<file path="config.mk">
export PLATFORM = sky130hd
export DESIGN_NAME = lsu
export DESIGN_NICKNAME = d
export VERILOG_FILES = /design/src/rtl/lsu_pkg.sv /design/src/rtl/lsu_align.sv /design/src/rtl/lsu.sv
export SDC_FILE = /design/constraint.sdc
export NUM_CORES = 1
export LEC_CHECK = 0
export ABC_AREA = 0
export BUFFER_PORTS_ARGS = -buffer_cell sky130_fd_sc_hd__buf_2
export CAP_MARGIN = 40
export CORE_ASPECT_RATIO = 0.6
export CORE_MARGIN = 2
export CORE_UTILIZATION = 51
export DETAILED_ROUTE_END_ITERATION = 8
export PLACE_DENSITY = 0.85
export RECOVER_POWER = 100
export SLEW_MARGIN = 20
export SYNTH_ARGS = -nofsm -noshare
export SYNTH_HDL_FRONTEND = slang
export SYNTH_SLANG_ARGS = --single-unit
</file>
<file path="constraint.sdc">
create_clock -name clk -period 3.2 [get_ports clk]
set_clock_uncertainty 0.15 [all_clocks]
set_input_delay 0.16 -clock clk [delete_from_list [all_inputs] [get_ports clk]]
set_output_delay 0.16 -clock clk [all_outputs]
set_load 0.02 [all_outputs]
</file>
<file path="src/rtl/lsu_pkg.sv">
// Shared definitions for the MEM-stage load/store unit: op encodings,
// FSM states and the access-size decode helpers.
package lsu_pkg;

    localparam logic [3:0] OP_LB  = 4'b0000;
    localparam logic [3:0] OP_LH  = 4'b0001;
    localparam logic [3:0] OP_LW  = 4'b0011;
    localparam logic [3:0] OP_LBU = 4'b0100;
    localparam logic [3:0] OP_LHU = 4'b0101;
    localparam logic [3:0] OP_SB  = 4'b1000;
    localparam logic [3:0] OP_SH  = 4'b1001;
    localparam logic [3:0] OP_SW  = 4'b1011;

    // Access size lives in op[1:0]; op[2] selects zero extension, op[3] store.
    localparam logic [1:0] SZ_BYTE = 2'b00;
    localparam logic [1:0] SZ_HALF = 2'b01;
    localparam logic [1:0] SZ_WORD = 2'b11;

    typedef enum logic [2:0] {IDLE, READ, WRITE, RESP, ERR} state_t;

    function automatic logic op_legal(input logic [3:0] op);
        case (op)
            OP_LB, OP_LH, OP_LW, OP_LBU, OP_LHU,
            OP_SB, OP_SH, OP_SW: op_legal = 1'b1;
            default:             op_legal = 1'b0;
        endcase
    endfunction

    function automatic logic misaligned(input logic [3:0] op, input logic [1:0] lane);
        case (op[1:0])
            SZ_HALF: misaligned = lane[0];
            SZ_WORD: misaligned = (lane != 2'b00);
            default: misaligned = 1'b0;
        endcase
    endfunction

endpackage

</file>
<file path="src/rtl/lsu_align.sv">
// Byte-lane datapath: extends a load out of the buffered word and merges
// sub-word store data into it for the read-modify-write.
module lsu_align
    import lsu_pkg::*;
(
    input  logic [31:0] i_rbuf,
    input  logic [31:0] i_wdata,
    input  logic [1:0]  i_lane,
    input  logic [3:0]  i_op,
    output logic [31:0] o_load,
    output logic [31:0] o_merged
);

    logic [7:0]  w_byte;
    logic [15:0] w_half;

    // NOTE: every always_comb output gets a default first so no path can infer a latch.
    always_comb begin
        w_byte   = i_rbuf[{i_lane, 3'b000} +: 8];
        w_half   = i_rbuf[{i_lane[1], 4'b0000} +: 16];
        o_load   = i_rbuf;
        o_merged = i_wdata;
        case (i_op[1:0])
            SZ_BYTE: begin
                o_load   = i_op[2] ? {24'd0, w_byte} : {{24{w_byte[7]}}, w_byte};
                o_merged = i_rbuf;
                o_merged[{i_lane, 3'b000} +: 8] = i_wdata[7:0];
            end
            SZ_HALF: begin
                o_load   = i_op[2] ? {16'd0, w_half} : {{16{w_half[15]}}, w_half};
                o_merged = i_rbuf;
                o_merged[{i_lane[1], 4'b0000} +: 16] = i_wdata[15:0];
            end
            default: ;
        endcase
    end

endmodule

</file>
<file path="src/rtl/lsu.sv">
// Load/store unit in front of the word-addressed dmem: one request at a time,
// sub-word stores by read-modify-write, bad requests answered with err.
module lsu
    import lsu_pkg::*;
#(
    parameter int MEMSIZE = 128
) (
    input  logic        clk,
    input  logic        rst_n,
    input  logic        req,
    input  logic [3:0]  op,
    input  logic [31:0] addr,
    input  logic [31:0] wdata,
    output logic        busy,
    output logic        done,
    output logic        err,
    output logic [31:0] rdata,
    output logic [31:0] dm_ad,
    output logic        dm_we,
    output logic [31:0] dm_wData,
    input  logic [31:0] dm_rData
);

    localparam logic [32:0] ADDR_LIMIT = 33'(MEMSIZE) << 2;

    state_t      r_state;
    state_t      w_next;
    logic [3:0]  r_op;
    logic [31:0] r_addr;
    logic [31:0] r_wdata;
    logic [31:0] r_rbuf;
    logic        w_bad;
    logic [31:0] w_load;
    logic [31:0] w_merged;

    assign w_bad = !op_legal(op) || misaligned(op, addr[1:0]) ||
                   ({1'b0, addr} >= ADDR_LIMIT);

    // NOTE: sequential state uses non-blocking assignments so every flop samples pre-edge values.
    always_ff @(posedge clk or negedge rst_n) begin
        if (!rst_n) r_state <= IDLE;
        else        r_state <= w_next;
    end

    always_ff @(posedge clk or negedge rst_n) begin
        if (!rst_n) begin
            r_op    <= '0;
            r_addr  <= '0;
            r_wdata <= '0;
            r_rbuf  <= '0;
        end else begin
            if (r_state == IDLE && req) begin
                r_op    <= op;
                r_addr  <= addr;
                r_wdata <= wdata;
            end
            if (r_state == READ) r_rbuf <= dm_rData;
        end
    end

    lsu_align u_align (
        .i_rbuf   (r_rbuf),
        .i_wdata  (r_wdata),
        .i_lane   (r_addr[1:0]),
        .i_op     (r_op),
        .o_load   (w_load),
        .o_merged (w_merged)
    );

    always_comb begin
        w_next   = r_state;
        busy     = (r_state != IDLE);
        done     = 1'b0;
        err      = 1'b0;
        rdata    = '0;
        dm_ad    = '0;
        dm_we    = 1'b0;
        dm_wData = '0;
        case (r_state)
            IDLE: begin
                if (req) begin
                    if (w_bad)            w_next = ERR;
                    else if (op == OP_SW) w_next = WRITE;
                    else                  w_next = READ;
                end
            end
            READ: begin
                dm_ad  = {r_addr[31:2], 2'b00};
                w_next = r_op[3] ? WRITE : RESP;
            end
            WRITE: begin
                dm_ad    = {r_addr[31:2], 2'b00};
                dm_we    = 1'b1;
                dm_wData = w_merged;
                done     = 1'b1;
                w_next   = IDLE;
            end
            RESP: begin
                dm_ad  = {r_addr[31:2], 2'b00};
                rdata  = w_load;
                done   = 1'b1;
                w_next = IDLE;
            end
            ERR: begin
                done   = 1'b1;
                err    = 1'b1;
                w_next = IDLE;
            end
            default: w_next = IDLE;
        endcase
    end

endmodule
</file>
==> flow_metrics.tcl <==
set metrics [dict create \
    status "complete, no violations" \
    ios 203 \
    dr.first_iter.drc_count 723 \
    drv_slew 0 \
    clkLatencyLatePin_ps 350 \
    ys.flop_type "dfrtp_1" \
    reg2reg_depth 5 \
    async_flop_share_pct 100 \
    cp_cell_sequence "buf_4 -> ha_1 -> nor4bb_1 -> buf_4 -> a221oi_1 -> a211o_1 -> a21oi_1 -> clkbuf_2" \
    nets 1007 \
    start_kind "flip-flop" \
    cts.repair.resized 0 \
    portBuffers 200 \
    grt_overflow_total 0 \
    synth-edff-count 0 \
    synth.largest_area_cell "dfrtp_1" \
    cts_tree "built" \
    postRouteAntennaNets 0 \
    p_total_mw 3.52 \
    synth_area_sq_um 6100 \
    avgSynthCellArea_sq_um 9.85 \
    die_area_sq_um 12900 \
    synth.area.top_cells "dfrtp_1, mux2_2, nand2_1" \
    slowest_delay_ps 420 \
    pwr-share-seq_pct 44.6 \
    finalSetupTns_ps 0 \
    post_cts_buffers 0 \
    via_count 6422 \
    clock.fmax_mhz 326 \
    antenna_found_initial 0 \
    leakagePower_nw 3.91 \
    netlist_top_cells_count "nand2_1, dfrtp_1, mux2_2" \
    synth_cell_type_count 44 \
    peakVddDrop_mv 0.296 \
    yosys_warnings 0 \
    grt_pass1_vias 6415 \
    syn_to_final_growth_pct 38.5 \
    hold_viol_final 0 \
    cts_hold_buf 102 \
    cts_max_level 3 \
    numCtsBuffers 9 \
    antenna_cells 0 \
    dr_wl_met3_mm 2.96 \
    dp_hpwl_mm 15.0 \
    syn_inst 619 \
    ys_ff_latch 103 \
    switching_share_pct 30.2 \
    wl_met2_mm 9.86 \
    setup_slack_ps 137 \
    critPathMostFrequentCell "buf_4" \
    drt-met1-wl_mm 9.10 \
    max_slew_margin_pct 16.9 \
    numClockSinks 103 \
    path_max_fanout 29 \
    die-width_um 145 \
    pwr-share-comb_pct 22.4 \
    finalSetupViolCount 0 \
    holdPathStages 1 \
    crit_type "reg2out" \
    clock_path_buffers 2 \
    hold_class "reg2reg" \
    dr.pass1.iters 6 \
    vias_per_cell 6.04 \
    routed.top_layer "met4" \
    drive_gt1_share_pct 27.9 \
    p_clk_share_pct 33.0 \
    wire_per_inst_um 21.3 \
    worst_path_max_delay_cell "nor4bb_1" \
    wl_mm 22.6 \
    grt_max_degree 57 \
    switchingPower_mw 1.06 \
    netlist.area_leader.share_pct 42.3 \
    start_util_pct 53.1 \
    rows 30 \
    p_per_area_nw_per_um2 417 \
    ys_seq_area_share_pct 42.3 \
    grt_pass1_wl_mm 35.1 \
    clk_pin_slew_ps 80 \
    rsz0062_at_grt "no" \
    arrival_ps 2750 \
    ff2ff_setup_slack_ps 670 \
    maxCapViolations 0 \
    endpoint_kind "output port" \
    routabilityCongestion 0.939 \
    pre_cts_slack_ps 679 \
    crit_required_ps 2890 \
    synth.most_common_cell "nand2_1" \
    layout_worst_path_cycle_share_pct 95.7 \
    min_period_ps 3060 \
    internal_power_mw 2.46 \
    core_sq_um 11500 \
    drc 0 \
    tightest_slew_ps 1250 \
    clockRootBuffer "clkbuf_16" \
    die_y_um 88.7 \
    grt_usage_pct 35.5 \
]
## placed cells by master, fill, tap and decap left out, types with 8 or more instances in the layout
master / n
buf_2: 131
nand2_1: 126
dfrtp_1: 103
dlygate4sd3_1: 102
clkbuf_1: 64
mux2_2: 63
a221oi_1: 25
and2_0: 24
nor2_1: 23
a21oi_1: 21
nor3_1: 17
mux2i_1: 17
a21o_1: 17
a211o_1: 16
o22ai_1: 15
and2_1: 12
clkbuf_2: 11
a22o_1: 10
buf_4: 10
inv_1: 9
clkbuf_16: 9
o221a_2: 8
## registers in the layout, summed over array words and instances, names as in the netlist
register,cells
r_rbuf,32
r_state,3
r_wdata,32
r_addr,32
r_op,4
## kinds of logic after synthesis
group	Yosys count	synth area share [%]
muxes	91	17.8
and+or+nand+nor	222	16.8
adders and majority gates	5	1.03
buffers and inverters	60	4.21
DFF	103	42.3
AOI/OAI and AO/OA	137	17.8
other	1	0.0615
## worst max-delay path, delay by kind of cell (launching register included)
kind	cells	cell delay (ps)
adder cells (fa/ha/maj)	1	240
flip-flops	1	340
buffers and inverters	3	830
AO/OA/AOI/OAI	3	570
AND/OR/NAND/NOR	1	420
## worst paths after layout
kind,startpoint,end
worst min register to register,r_op[3]$_DFFE_PN0P_,r_state[0]$_DFFE_PN0P_
max in group asynchronous,rst_n,r_wdata[0]$_DFFE_PN0P_
min in group asynchronous,rst_n,r_addr[16]$_DFFE_PN0P_
worst min-delay path,r_op[3]$_DFFE_PN0P_,r_state[0]$_DFFE_PN0P_
worst max-delay path,r_addr[1]$_DFFE_PN0P_,dm_wData[17]
worst max register to register,r_state[1]$_DFFE_PN0P_,r_rbuf[28]$_DFFE_PN0N_
## power groups by stage
stage | sequential, mW | clock (mW) | combinational (mW)
after floorplan | 1.52 | 0 | 0.492
after global placement | 1.57 | 0 | 0.642
after detailed placement | 1.58 | 0 | 0.670
after CTS | 1.55 | 1.18 | 0.770
after global routing | 1.58 | 1.24 | 0.854
final | 1.57 | 1.16 | 0.789
## through the flow
step | std cells | utilization, % | hold slack, ps | cell area [sq um]
floorplan | 620 | - | -286 | 6100
CTS | 1064 | 74.7 | 240 | 8580
detailed placement | 946 | 63.0 | 69.3 | 7240
global placement | 944 | 62.8 | 57.6 | 7210
global route | 1064 | 73.5 | 357 | 8450
finish | 1064 | 73.5 | 327 | 8450
## routing by layer
layer / vias to the layer above / GRT usage, %
met5: - / 0
met3: 77 / 10.8
met2: 499 / 55.8
li1: 2800 / -
met1: 3046 / 47.4
met4: 0 / 12.8
## area by class of cell
type                    instances  area (sq um)
clock buffers                   9           225
clock inverters                 7          90.1
fillers                       824          3040
inverters                       9          33.8
multi-input cells             457          3260
flip-flops and latches        103          2580
well taps                     160           200
repair buffers                319          2060
Power figures use the tool's default switching activity.
